===== src/rtl/if_id_stage.sv =====
// ---------------------------------------------------------------------------
// if_id_stage : fetch-to-decode register with an in-order skid FIFO that
//               absorbs instruction-memory responses arriving during StallD.
// Revision    : 1.0  initial release
// ---------------------------------------------------------------------------
`default_nettype none

module if_id_stage #(
  parameter int               WIDTH = 32,
  parameter int               DEPTH = 2,
  parameter logic [WIDTH-1:0] NOP   = WIDTH'(32'h00000013)
) (
  input  logic                       clk,
  input  logic                       rst,
  input  logic [WIDTH-1:0]           PCF,
  input  logic [WIDTH-1:0]           PCPlus4F,
  input  logic [WIDTH-1:0]           InstrF,
  input  logic                       fetch_valid,
  output logic                       fetch_ready,
  input  logic                       StallD,
  input  logic                       FlushD,
  output logic [WIDTH-1:0]           InstrD,
  output logic [WIDTH-1:0]           PCD,
  output logic [WIDTH-1:0]           PCPlus4D,
  output logic                       ValidD,
  output logic [$clog2(DEPTH):0]     fifo_count
);

  localparam int PW = $clog2(DEPTH);
  localparam int CW = PW + 1;

  logic [WIDTH-1:0] instr_mem [DEPTH];
  logic [WIDTH-1:0] pc_mem    [DEPTH];
  logic [WIDTH-1:0] pc4_mem   [DEPTH];

  logic [PW-1:0]    rd_ptr_q, rd_ptr_d;
  logic [PW-1:0]    wr_ptr_q, wr_ptr_d;
  logic [CW-1:0]    count_q,  count_d;
  logic [WIDTH-1:0] instr_q,  instr_d;
  logic [WIDTH-1:0] pc_q,     pc_d;
  logic [WIDTH-1:0] pc4_q,    pc4_d;
  logic             valid_q,  valid_d;

  logic             ready;
  logic             accept;
  logic             push;
  logic             pop;

  // Readiness comes from registered occupancy only, keeping fetch timing clean.
  assign ready  = (count_q < CW'(DEPTH));
  assign accept = fetch_valid & ready;

  always_comb begin
    rd_ptr_d = rd_ptr_q;
    wr_ptr_d = wr_ptr_q;
    count_d  = count_q;
    instr_d  = instr_q;
    pc_d     = pc_q;
    pc4_d    = pc4_q;
    valid_d  = valid_q;
    push     = 1'b0;
    pop      = 1'b0;

    if (FlushD) begin
      rd_ptr_d = '0;
      wr_ptr_d = '0;
      count_d  = '0;
      instr_d  = NOP;
      pc_d     = '0;
      pc4_d    = '0;
      valid_d  = 1'b0;
    end else if (!StallD) begin
      if (count_q != '0) begin
        // Buffered entries always drain ahead of a new bypass.
        instr_d = instr_mem[rd_ptr_q];
        pc_d    = pc_mem[rd_ptr_q];
        pc4_d   = pc4_mem[rd_ptr_q];
        valid_d = 1'b1;
        pop     = 1'b1;
        push    = accept;
      end else if (accept) begin
        instr_d = InstrF;
        pc_d    = PCF;
        pc4_d   = PCPlus4F;
        valid_d = 1'b1;
      end else begin
        instr_d = NOP;
        pc_d    = '0;
        pc4_d   = '0;
        valid_d = 1'b0;
      end
    end else begin
      push = accept;
    end

    if (!FlushD) begin
      if (push) wr_ptr_d = wr_ptr_q + PW'(1);
      if (pop)  rd_ptr_d = rd_ptr_q + PW'(1);
      count_d = count_q + CW'(push) - CW'(pop);
    end
  end

  always_ff @(posedge clk) begin
    if (rst) begin
      rd_ptr_q <= '0;
      wr_ptr_q <= '0;
      count_q  <= '0;
      instr_q  <= NOP;
      pc_q     <= '0;
      pc4_q    <= '0;
      valid_q  <= 1'b0;
    end else begin
      rd_ptr_q <= rd_ptr_d;
      wr_ptr_q <= wr_ptr_d;
      count_q  <= count_d;
      instr_q  <= instr_d;
      pc_q     <= pc_d;
      pc4_q    <= pc4_d;
      valid_q  <= valid_d;
    end
  end

  // Storage is only read through valid pointers, so it carries no reset.
  always_ff @(posedge clk) begin
    if (push) begin
      instr_mem[wr_ptr_q] <= InstrF;
      pc_mem[wr_ptr_q]    <= PCF;
      pc4_mem[wr_ptr_q]   <= PCPlus4F;
    end
  end

  assign fetch_ready = ready;
  assign InstrD      = instr_q;
  assign PCD         = pc_q;
  assign PCPlus4D    = pc4_q;
  assign ValidD      = valid_q;
  assign fifo_count  = count_q;

endmodule

`default_nettype wire


===== config.mk =====
export PLATFORM = sky130hd
export DESIGN_NAME = if_id_stage
export DESIGN_NICKNAME = d
export VERILOG_FILES = /design/src/rtl/if_id_stage.sv
export SDC_FILE = /design/constraint.sdc
export NUM_CORES = 1
export LEC_CHECK = 0
export BUFFER_PORTS_ARGS = -buffer_cell sky130_fd_sc_hd__buf_4
export CORE_MARGIN = 5
export CORE_UTILIZATION = 56
export DETAILED_ROUTE_END_ITERATION = 16
export PLACE_DENSITY = 0.8
export SYNTH_ARGS = -nofsm -noshare
export SYNTH_HDL_FRONTEND = slang
export SYNTH_SLANG_ARGS = --single-unit

===== constraint.sdc =====
create_clock -name clk -period 7.2 [get_ports clk]
set_input_delay 1.44 -clock clk [delete_from_list [all_inputs] [get_ports clk]]
set_output_delay 1.44 -clock clk [all_outputs]
set_load 0.02 [all_outputs]

==> flow_metrics.py <==
metrics = {
    "routing": {
        "drt_iter0_drc": 480,
        "dr.pass1.iters": 4,
        "ant_nets": 0,
        "wl_per_cell_um": 20.1,
        "avgViaCountPerCell": 5.72,
        "drc_errors": 0,
        "routed_wl_mm": 24.9,
        "vias": 7073,
    },
    "synthesis": {
        "yosys.cell_count.top_type": "edfxtp_1",
        "syn_nets": 873,
        "synth.top_cell.area_share_pct": 50.0,
        "syn_inst": 770,
        "synth_edf_count": 192,
        "ys_top_cells_by_area": "edfxtp_1 (50%), dfxtp_1 (18%), mux2_2 (9.2%)",
        "netlist_area_um2": 11500,
        "ys_seq_area_share_pct": 67.5,
        "avgSynthCellArea_um2": 15.0,
        "yosysTopAreaCell": "edfxtp_1",
        "synth_common_cells": "edfxtp_1 (192), dfxtp_1 (101), nor3_1 (95), mux2_2 (94), nor2b_1 (94)",
        "yosysWarnings": 0,
        "ys_types": 24,
        "synth_flop_cell": "edfxtp_1",
        "async_flop_share_pct": 0,
        "ys_ff_latch": 293,
    },
    "power": {
        "power_density_nw_per_um2": 260,
        "fin_total_pwr_mw": 3.66,
        "ir_drop_mv": 0.171,
        "power.leakage_nw": 5.13,
    },
    "timing": {
        "fin_tns_setup_ns": 0,
        "hold_viol_final": 0,
        "fin_crit_sh_pct": 51.1,
        "slew_viol_final": 0,
        "setup_viol": 0,
        "min_period_ns": 3.68,
        "skew_ns": 0.00876,
        "max_freq_mhz": 272,
        "maxSlewHeadroom_pct": 32.0,
        "rsz0062_at_grt": "false",
        "tightestPinTransition_ns": 1.02,
    },
    "clock_network": {
        "cts.sinks": 293,
        "clk_pin_slew_ns": 0.06,
        "clk_path_buf_depth": 3,
        "insertion_delay_ns": 0.52,
        "cts-buffers-inserted": 29,
        "root_buffer": "clkbuf_16",
        "cts_tree": "built",
        "h-tree-depth": 1,
        "ctsHoldBuffers": 0,
        "post_cts_buffers": 0,
        "cts_resized": 0,
    },
    "worst_setup_path": {
        "cp-start-kind": "input port",
        "cp.arrival_ns": 3.83,
        "r2r_start": "fifo_count[1]",
        "worstSetupPathType": "input port to flip-flop",
        "worst_r2r_endpoint": "pc_mem[1][25]",
        "critPathRequiredTime_ns": 7.35,
        "cp_max_fo": 101,
        "worst_setup_path_end_kind": "flip-flop",
        "reg2reg_depth": 5,
        "r2r_slack_ns": 4.63,
    },
    "die": {
        "fp-row-count": 52,
        "die_x_um": 153,
        "die_y_um": 153,
        "start_util_pct": 57.0,
        "pin_count": 201,
        "core_area_um2": 20200,
        "die-area_um2": 23600,
    },
    "placement": {
        "globalplace.congestion": 0.759,
        "port_buffers": 200,
        "hpwl_mm": 14.8,
    },
    "global_routing": {
        "grt-ovfl-total": 0,
        "met3_usage_pct": 4.72,
        "antenna_found_initial": 0,
        "grt_pass1_vias": 7257,
        "grt_use_met1_pct": 27.5,
        "use_met2_pct": 33.7,
        "grt_pass1_wl_mm": 39.3,
        "busiest_layer": "met2",
        "grt_use_total_pct": 20.2,
        "grt_max_degree": 102,
    },
    "cells_and_area": {
        "diodes": 0,
        "drive_gt1_share_pct": 39.6,
        "syn2layout_area_growth_pct": 22.2,
        "num-nets-final": 1049,
    },
    "worst_hold_path": {
        "hold_path.class": "flip-flop to flip-flop",
        "min_to": "InstrD[0]",
        "whs_path_depth": 1,
        "min_from": "InstrD[0]",
    },
    "run": {
        "maxCapViolCount": 0,
    },
    "run_status": {
        "status": "complete, no violations",
    },
}
routing by layer:
layer / wire [um] / part of all wire (%) / vias up
met5: 0 / 0 / -
met4: 305 / 1.2 / 0
met3: 1830 / 7.4 / 27
met2: 12200 / 49 / 245
met1: 10600 / 43 / 3479
li1: - / - / 3322
cells by family after synthesis:
logic type / Yosys count / synth area share, %
AOI/OAI and AO/OA: 102 / 9.46
xor gates and xnor gates: 2 / 0.152
adders and majority gates: 2 / 0.217
buffers and inverters: 72 / 3.33
DFF: 293 / 67.5
muxes: 97 / 9.44
and+or+nand+nor: 202 / 9.84
worst max-delay path, cell delays in order:
cell and delay [ns]:
buf_6 0.53, o211ai_1 0.39, nor2_4 0.15, buf_4 0.52, buf_4 0.66
sequential cells by signal (all words and copies together), names as in the netlist, 2 cells and up:
signal and count:
pc4_mem 64, pc_mem 64, fifo_count 2, PCPlus4D 32, instr_mem 64, PCD 32, InstrD 32
how the worst max path moves through the flow:
| stage | to | slack, ns | start | cells past startpoint |
|---|---|---|---|---|
| 6_report | pc_mem[1][25] | 3.52 | StallD | 5 |
| 5_1_grt | pc_mem[0][25] | 3.33 | StallD | 5 |
| 4_1_cts | pc_mem[0][25] | 3.54 | StallD | 5 |
| 3_5_place_dp | pc_mem[0][18] | 2.98 | StallD | 5 |
| 3_3_place_gp | pc_mem[1][5] | 3.00 | StallD | 5 |
| 2_1_floorplan | instr_mem[0][0] | 0.86 | StallD | 3 |
cell usage in the layout (no fill, tap or decap), types with 6 or more instances in the layout:
cell type,netlist,routed
clkbuf_16,0,29
nor2_1,8,6
nor3_1,95,95
nor2b_1,94,94
clkbuf_1,32,8
a221oi_2,33,33
mux2_2,94,94
dfxtp_1,101,100
a221oi_1,63,63
buf_4,4,209
edfxtp_1,192,192
inv_1,7,7
power breakdown:
part / switching (mW) / total [mW] / internal, mW
clock network: 0.585 / 1.51 / 0.930
registers: 0.0195 / 1.85 / 1.84
logic: 0.162 / 0.292 / 0.130
stage by stage:
stage	setup WS [ns]	instance area, um^2	util, %	hold slack [ns]	std cells
2_1_floorplan	0.862	11500	-	0.544	770
3_3_place_gp	3.00	13100	64.8	0.452	1185
3_5_place_dp	2.98	13100	64.8	0.455	1185
4_1_cts	3.54	14100	69.6	0.470	1237
5_1_grt	3.33	14100	69.6	0.487	1237
6_report	3.52	14100	69.6	0.469	1237
layout make-up:
type | instances | area [um^2]
inverters | 7 | 26.3
repair buffers | 210 | 1580
multi-input cells | 405 | 3380
well taps | 270 | 338
clock inverters | 10 | 144
fillers | 1404 | 6150
flip-flops and latches | 293 | 7790
clock buffers | 42 | 825
Note: power is estimated with default switching activity, not from simulation.
